**config.mk**
```make
export PLATFORM = sky130hd
export DESIGN_NAME = gshare_predictor
export DESIGN_NICKNAME = d
export VERILOG_FILES = /design/src/rtl/gshare_predictor.sv
export SDC_FILE = /design/constraint.sdc
export NUM_CORES = 1
export LEC_CHECK = 0
export CAP_MARGIN = 20
export CORE_MARGIN = 5
export CORE_UTILIZATION = 54
export DETAILED_ROUTE_END_ITERATION = 10
export PLACE_DENSITY = 0.84
export REMOVE_ABC_BUFFERS = 1
export SYNTH_ARGS = -nofsm -noshare
export SYNTH_HDL_FRONTEND = slang
export SYNTH_SLANG_ARGS = --single-unit
export TNS_END_PERCENT = 100
```
**constraint.sdc**
```tcl
create_clock -name i_clk -period 6.7 [get_ports i_clk]
set_input_delay 1.34 -clock i_clk [delete_from_list [all_inputs] [get_ports i_clk]]
set_output_delay 1.34 -clock i_clk [all_outputs]
set_load 0.005 [all_outputs]
```
**src/rtl/gshare_predictor.sv**
```systemverilog
// gshare_predictor
//   Gshare branch-direction predictor for the LC-3b fetch stage. The fetch PC
//   is XOR-hashed with a non-speculative global history register (GHR) to
//   index a table of 2-bit saturating counters (PHT). Counters are trained
//   when a conditional branch resolves. After reset, a sweep writes CTR_INIT
//   into every PHT entry before any prediction or training is allowed.
//
// Ports
//   i_clk                  clock; all state updates on posedge
//   i_reset                synchronous, active-high reset
//   i_fetch_pc             PC being fetched this cycle
//   o_branch_prediction    predicted taken (counter MSB), zero-latency; feeds BTB
//   o_pred_ghr             GHR value used for this lookup, carried down the pipe
//   o_init_busy            high while the PHT init sweep runs
//   i_resolve_valid        a conditional branch resolved this cycle
//   i_resolve_pc           PC of the resolved branch
//   i_resolve_ghr          o_pred_ghr value carried with that branch
//   i_resolve_taken        actual branch direction
//   i_resolve_mispredict   predicted direction differed from actual
//   o_mispredict_count     saturating count of resolved mispredicts
module gshare_predictor #(
  parameter int         INDEX_BITS = 7,
  parameter logic [1:0] CTR_INIT   = 2'b01,
  parameter int         MISS_CNT_W = 16
) (
  input  logic                  i_clk,
  input  logic                  i_reset,
  input  logic [15:0]           i_fetch_pc,
  output logic                  o_branch_prediction,
  output logic [INDEX_BITS-1:0] o_pred_ghr,
  output logic                  o_init_busy,
  input  logic                  i_resolve_valid,
  input  logic [15:0]           i_resolve_pc,
  input  logic [INDEX_BITS-1:0] i_resolve_ghr,
  input  logic                  i_resolve_taken,
  input  logic                  i_resolve_mispredict,
  output logic [MISS_CNT_W-1:0] o_mispredict_count
);

  localparam int                    PHT_ENTRIES = 1 << INDEX_BITS;
  localparam logic [INDEX_BITS-1:0] PTR_LAST    = {INDEX_BITS{1'b1}};
  localparam logic [INDEX_BITS-1:0] PTR_ONE     = {{(INDEX_BITS-1){1'b0}}, 1'b1};
  localparam logic [MISS_CNT_W-1:0] CNT_MAX     = {MISS_CNT_W{1'b1}};
  localparam logic [MISS_CNT_W-1:0] CNT_ONE     = {{(MISS_CNT_W-1){1'b0}}, 1'b1};

  typedef enum logic [0:0] {
    ST_INIT  = 1'b0,
    ST_READY = 1'b1
  } state_t;

  state_t                  r_state;
  state_t                  w_state_next;
  logic [INDEX_BITS-1:0]   r_ptr;
  logic [INDEX_BITS-1:0]   r_ghr;
  logic [MISS_CNT_W-1:0]   r_miss_cnt;
  logic [1:0]              r_pht [PHT_ENTRIES];

  logic [INDEX_BITS-1:0]   w_idx;
  logic [INDEX_BITS-1:0]   w_uidx;
  logic                    w_resolve_en;
  logic                    w_pht_we;
  logic [INDEX_BITS-1:0]   w_pht_waddr;
  logic [1:0]              w_pht_wdata;
  logic                    w_unused_pc_bits;

  // Saturating 2-bit counter step: up on taken, down on not-taken, no wrap.
  function automatic logic [1:0] ctr_update(input logic [1:0] ctr, input logic taken);
    logic [1:0] res;
    if (taken) begin
      res = (ctr == 2'b11) ? 2'b11 : ctr + 2'b01;
    end else begin
      res = (ctr == 2'b00) ? 2'b00 : ctr - 2'b01;
    end
    return res;
  endfunction

  // PCs are word-aligned, so bit 0 never contributes to the hash.
  assign w_idx  = i_fetch_pc[INDEX_BITS:1] ^ r_ghr;
  assign w_uidx = i_resolve_pc[INDEX_BITS:1] ^ i_resolve_ghr;

  assign w_unused_pc_bits = ^{i_fetch_pc[15:INDEX_BITS+1], i_fetch_pc[0],
                              i_resolve_pc[15:INDEX_BITS+1], i_resolve_pc[0]};

  // Training is only honoured once the sweep has finished.
  assign w_resolve_en = (r_state == ST_READY) && i_resolve_valid;

  // Next-state logic for the init sweep FSM.
  always_comb begin
    w_state_next = r_state;
    case (r_state)
      ST_INIT: begin
        if (r_ptr == PTR_LAST) begin
          w_state_next = ST_READY;
        end else begin
          w_state_next = ST_INIT;
        end
      end
      ST_READY: w_state_next = ST_READY;
      default:  w_state_next = ST_INIT;
    endcase
  end

  // Single PHT write port: the sweep owns it during INIT, training afterwards.
  always_comb begin
    w_pht_we    = 1'b0;
    w_pht_waddr = {INDEX_BITS{1'b0}};
    w_pht_wdata = 2'b00;
    if (i_reset) begin
      w_pht_we = 1'b0;
    end else if (r_state == ST_INIT) begin
      w_pht_we    = 1'b1;
      w_pht_waddr = r_ptr;
      w_pht_wdata = CTR_INIT;
    end else if (w_resolve_en) begin
      w_pht_we    = 1'b1;
      w_pht_waddr = w_uidx;
      w_pht_wdata = ctr_update(r_pht[w_uidx], i_resolve_taken);
    end else begin
      w_pht_we = 1'b0;
    end
  end

  // Control state: FSM, sweep pointer, GHR and mispredict counter.
  always_ff @(posedge i_clk) begin
    if (i_reset) begin
      r_state    <= ST_INIT;
      r_ptr      <= {INDEX_BITS{1'b0}};
      r_ghr      <= {INDEX_BITS{1'b0}};
      r_miss_cnt <= {MISS_CNT_W{1'b0}};
    end else begin
      r_state <= w_state_next;
      if (r_state == ST_INIT) begin
        r_ptr <= r_ptr + PTR_ONE;
      end
      if (w_resolve_en) begin
        r_ghr <= {r_ghr[INDEX_BITS-2:0], i_resolve_taken};
        if (i_resolve_mispredict && (r_miss_cnt != CNT_MAX)) begin
          r_miss_cnt <= r_miss_cnt + CNT_ONE;
        end
      end
    end
  end

  // PHT storage; contents are defined by the sweep, not by reset.
  always_ff @(posedge i_clk) begin
    if (w_pht_we) begin
      r_pht[w_pht_waddr] <= w_pht_wdata;
    end
  end

  // Lookup reads the pre-update counter, so a same-cycle write shows next cycle.
  assign o_branch_prediction = (r_state == ST_READY) ? r_pht[w_idx][1] : 1'b0;
  assign o_pred_ghr          = r_ghr;
  assign o_init_busy         = (r_state == ST_INIT);
  assign o_mispredict_count  = r_miss_cnt;

endmodule

```
After elaboration in Yosys (flattened, before gate mapping)
Memory sizes are Yosys's and may differ from the RTL's.
Cells that the tools add are included.

word-level totals
  logic and storage cells = 36
  input port bits = 44
  register bits after elaboration = 31
  memories = 1
  output and inout port bits = 25
  RAM bits = 256

memory list
  name   depth  bits a word  rd ports  clocked after Yosys merged registers in  write ports  line  text
  r_pht  128    2            2         0                                        1            56    logic [1:0] r_pht [PHT_ENTRIES];

cells by class
  bitwise gates (word level) = 3
  mux-type cells = 17
  add/subtract/negate cells = 4
  reductions and logical operators = 4
  equality and inequality tests = 3

operators by type and width
  operator                                                            number
  7-bit two-way mux                                                   3
  16-bit by 1-bit adder with 16-bit output, second input constant     1
  16-bit != test, second input constant                               1
  7-bit XOR                                                           2
  2-bit two-way mux                                                   6
  7-bit by 1-bit adder with 7-bit output, second input constant       1
  7-bit == test, second input constant                                1
  1-bit two-way mux                                                   7
  2-bit by 1-bit adder with 2-bit output, second input constant       1
  2-bit == test, second input constant                                1
  1-bit logical AND                                                   2
  2-bit logical NOT                                                   1
  1-bit case mux with 2 select lines                                  1
  2-bit AND reduction                                                 1
  2-bit by 1-bit subtractor with 2-bit output, second input constant  1
  1-bit inverter                                                      1

Longest topological paths before layout
An unclocked memory read counts as a cell.

  depth in word-level cells = 8
  mapped depth = 13
  depth with buffers taken out = 9

Worst setup path before layout
No wires, ideal clock.

  path type = input port to flip-flop
  from = in i_resolve_ghr[1]
  to = mem r_pht[0][1], data pin
  path buffers = 4
  data required time = 5.939 ns
  arrival time = 5.954 ns
  stages = 13
  slack = -0.015 ns
  library setup time = 0.761 ns
  cell sequence = xor2_2 > buf_6 > buf_12 > buf_4 > buf_4 > nand2_1 > nand3_1 > nand3_1 > a21oi_1 > nor3_1 > o32ai_2 > o21ai_1 > a211oi_2

between the ends
  word-level cells in the longest chain between the ends = 8
  elaborated cells on any way between the ends = 12
  classes of those cells = 2 x add/sub; 1 x eq/ne; 6 x mux; 1 x bitwise; 1 x reduce/logical; 1 x memory

RTL lines
  item                                                                 line    text
  start: declaration                                                   34      input logic [INDEX_BITS-1:0] i_resolve_ghr,
  7-bit XOR *                                                          79      assign w_uidx = i_resolve_pc[INDEX_BITS:1] ^ i_resolve_ghr;
  memory 128 x 2 bit *                                                 --
  2-bit by 1-bit subtractor with 2-bit output (tied with other cells)  72      res = (ctr == 2'b00) ? 2'b00 : ctr - 2'b01;
  2-bit two-way mux (on tied branches)                                 72, 70
  2-bit two-way mux *                                                  69      if (taken) begin
  2-bit two-way mux *                                                  114     end else if (w_resolve_en) begin
  2-bit two-way mux *                                                  110     end else if (r_state == ST_INIT) begin
  2-bit two-way mux *                                                  108     if (i_reset) begin
  net w_pht_wdata[1]                                                   63      logic [1:0] w_pht_wdata;
  end: declaration                                                     56

Mark *: on every way through the listed nets, which the timed path passes. The rest lies on a longest branch.

Final worst setup path
  from = in i_fetch_pc[1]
  to = out o_branch_prediction

between the ends
  word-level cells in the longest chain between the ends = 3

RTL lines
  item                line  text
  start: declaration  28    input logic [15:0] i_fetch_pc,
  7-bit XOR           78    assign w_idx = i_fetch_pc[INDEX_BITS:1] ^ r_ghr;
  memory 128 x 2 bit  --
  1-bit two-way mux   152   assign o_branch_prediction = (r_state == ST_READY) ? r_pht[w_idx][1] : 1'b0;
  end: declaration    29    output logic o_branch_prediction,

No other way between the ends.

==> flow_metrics.env <==
export IMPL_initial_utilization=0.547
export IMPL_hold_viol=0
export IMPL_status="complete, no violations"
export IMPL_yosysWarningCount=0
export IMPL_wl_per_cell_um=25.2
export IMPL_antenna_found_initial=0
export IMPL_pin_count=69
export IMPL_cp_endpoint="o_branch_prediction"
export IMPL_port_buffers=50
export IMPL_path_max_fanout=32
export IMPL_rows=57
export IMPL_cp_cell_sequence="clkdlybuf4s50_1 -> xor2_4 -> buf_12 -> mux4_2 -> mux4_2 -> mux4_2 -> mux2i_1 -> nor2_1 -> clkdlybuf4s50_1"
export IMPL_worstPathArrival_ns=4.73
export IMPL_clockBufferDepth=3
export IMPL_setup_tns_final_ns=0
export IMPL_cp_required_ns=5.36
export IMPL_cts_hold_buf=0
export IMPL_antenna_cells=0
export IMPL_grt_usage=0.236
export IMPL_seqPwrFrac=0.503
export IMPL_setup_viol=0
export IMPL_leakage_uw=0.00510
export IMPL_p_per_area_nw_per_um2=257
export IMPL_synthToLayoutAreaGrowth_pct=14.2
export IMPL_cpMostUsedCell="mux4_2"
export IMPL_finalWirelength_mm=33.3
export IMPL_ir_drop_uv=191
export IMPL_swShare=0.230
export IMPL_period_share=0.906
export IMPL_hpwl_mm=20.8
export IMPL_power_frac_clock=0.402
export IMPL_synth_edf_count=256
export IMPL_htreeDepth=1
export IMPL_place_area_um2=14200
export IMPL_cts_sinks=287
export IMPL_clockRootBuffer="clkbuf_16"
export IMPL_ys_ff_latch=287
export IMPL_die_w_um=167
export IMPL_pwr_share_comb=0.096
export IMPL_rr_endpoint="r_pht[89][0]"
export IMPL_fmax_mhz=165
export IMPL_r2r_slack_ns=3.44
export IMPL_grt_max_degree=111
export IMPL_final_nets=1021
export IMPL_final_max_slew_viol_count=0
export IMPL_power_switching_uw=894
export IMPL_postLayoutCellArea_um2=15200
export IMPL_yosys_cell_types_count=55
export IMPL_worst_r2r_startpoint="r_pht[122][0]"
export IMPL_worstSetupStartpoint="i_fetch_pc[1]"
export IMPL_clk_latency_ns=0.55
export IMPL_cts_tree="built"
export IMPL_drcViolationCount=0
export IMPL_postSynthCellCount=912
export IMPL_grt_pass1_vias=8744
export IMPL_gr_total_overflow=0
export IMPL_synthArstFlopShare=0
export IMPL_hold_class="reg2reg"
export IMPL_cts_setup_buffers=0
export IMPL_cts_made_buffers=28
export IMPL_drive_gt1_frac=0.151
export IMPL_synth_cell_area_um2=13300
export IMPL_end_kind="primary output"
export IMPL_vias=8678
export IMPL_place_congestion=0.888
export IMPL_synth_top_flop_cell="edfxtp_1"
export IMPL_finish_utilization=0.625
export IMPL_tightest_slew_ns=1.21
export IMPL_via_per_inst=6.57
export IMPL_reg2reg_depth=9
export IMPL_drtAntennaViolNets=0
export IMPL_cpPeakStageDelay_ns=0.57
export IMPL_initialDrtViolationCount=1305
export IMPL_slowest_stage="clkdlybuf4s50_1"
export IMPL_crit_path_start_kind="input pin"
export IMPL_clkSlewWorstSetupHoldPaths_ns=0.06
export IMPL_n_fill_cell=1697
export IMPL_ys_seq_area_frac=0.626
export IMPL_die_area_um2=27800
export IMPL_grt_pass1_wl_mm=51.1
export IMPL_period_minus_slack_ns=6.07
export IMPL_place_worst_setup_slack_ns=0.649
export IMPL_dr_pass1_iters=5
export IMPL_path_class="in2out"
export IMPL_avgSynthCellArea_um2=14.5
export IMPL_die_h_um=167
export IMPL_max_cap_violations=0
export IMPL_setup_ws_ns=0.627
export IMPL_cts_resized_gates=0
export IMPL_finClkSkew_ns=0.0143
export IMPL_p_int_uw=2990
export IMPL_rsz0062_at_grt="false"
export IMPL_core_area_um2=24200
export IMPL_max_slew_margin=0.193
==> cells by family (layout without fill, tap and decap cells) <==
logic type               Yosys count  after routing  synth area share
AO/OA/AOI/OAI                     79             79            0.0444
XOR/XNOR                          39             39            0.0277
adder cells (fa/ha/maj)            2              2           0.00189
buffers and inverters             47            132            0.0201
flip-flops                       287            287             0.626
multiplexers                     105            105             0.170
AND/OR/NAND/NOR                  353            353             0.110
==> critical path: cells and delay by family <==
family        cells  cell delay (ns)
mux               4             1.78
simple gates      1             0.07
xor+xnor          1             0.19
buf+inv           3             1.33
==> metrics by stage <==
step	total power (uW)	hold WS [ns]	cells
final	3890	0.484	1321
after global routing	4000	0.515	1321
after CTS	3890	0.483	1320
after detailed placement	2350	0.474	1268
after global placement	2350	0.461	1268
after floorplan	2210	0.439	870
==> worst min path at each step <==
stage / start / end / slack [ns] / depth (start not counted)
detailed placement: r_ptr[6] / r_ptr[6] / 0.47 / 2
global placement: r_ptr[6] / r_ptr[6] / 0.46 / 2
CTS: r_ptr[6] / r_ptr[6] / 0.48 / 2
floorplan: r_ptr[6] / r_ptr[6] / 0.44 / 2
finish: r_ptr[6] / r_ptr[6] / 0.48 / 2
global route: r_ptr[6] / r_ptr[6] / 0.52 / 2
==> registers in the layout (all words and copies together), names as in the netlist <==
register            flops
r_pht                 256
o_mispredict_count     16
o_pred_ghr              7
r_ptr                   7
r_state                 1
==> cell type report <==
type | count | area, um2 | area share
tap | 324 | 405 | 0.0268
inverter | 5 | 18.8 | 0.00124
clock inverter | 19 | 169 | 0.0111
sequential | 287 | 8310 | 0.548
clock buffer | 33 | 741 | 0.0489
timing repair buffer | 75 | 746 | 0.0492
multi-input combinational | 578 | 4770 | 0.315
==> cells in the mapped netlist (all sizes together), types with 2 or more instances <==
cell / number / area share
a211oi: 5 / 0.0032
a21oi: 14 / 0.0053
a221oi: 6 / 0.0058
a22o: 2 / 0.0013
a22oi: 14 / 0.0079
a311oi: 3 / 0.0020
a31oi: 5 / 0.0024
a32oi: 4 / 0.0026
and2: 7 / 0.0033
and3: 10 / 0.0047
buf: 18 / 0.011
clkbuf: 24 / 0.0075
dfxtp: 31 / 0.047
edfxtp: 256 / 0.58
ha: 2 / 0.0019
inv: 5 / 0.0014
mux2i: 15 / 0.011
mux4: 90 / 0.16
nand2: 101 / 0.029
nand3: 32 / 0.012
nand4: 9 / 0.0042
nor2: 182 / 0.052
nor2b: 3 / 0.0014
nor3: 5 / 0.0019
o211ai: 3 / 0.0017
o21ai: 9 / 0.0034
o22ai: 5 / 0.0024
xnor2: 19 / 0.013
xor2: 20 / 0.015
==> layer usage <==
layer,share of wire,global-route usage,vias to the layer above
met1,0.36,0.316,4262
li1,-,-,3659
met3,0.12,0.0578,122
met4,0.050,0.104,0
met5,0,0,-
met2,0.47,0.372,635
==> power by group through the flow <==
stage	clock network [uW]	registers [uW]	logic [uW]
5_1_grt	1660	1950	389
3_3_place_gp	0	1990	353
4_1_cts	1570	1950	362
3_5_place_dp	0	1990	359
6_report	1560	1950	371
2_1_floorplan	0	1990	219
==> layout by cell type, fill, tap and decap left out, types with 9 or more instances in the layout <==
master	instances
nand4_1	9
mux4_2	70
and3_1	10
clkbuf_16	29
dfxtp_1	31
edfxtp_1	256
nand2_1	101
a21oi_1	14
a22oi_1	14
mux4_1	20
buf_4	20
mux2i_1	15
clkdlybuf4s50_1	50
nor2_1	181
xnor2_1	18
nand3_1	32
xor2_1	15
Power figures use the tool's default switching activity.
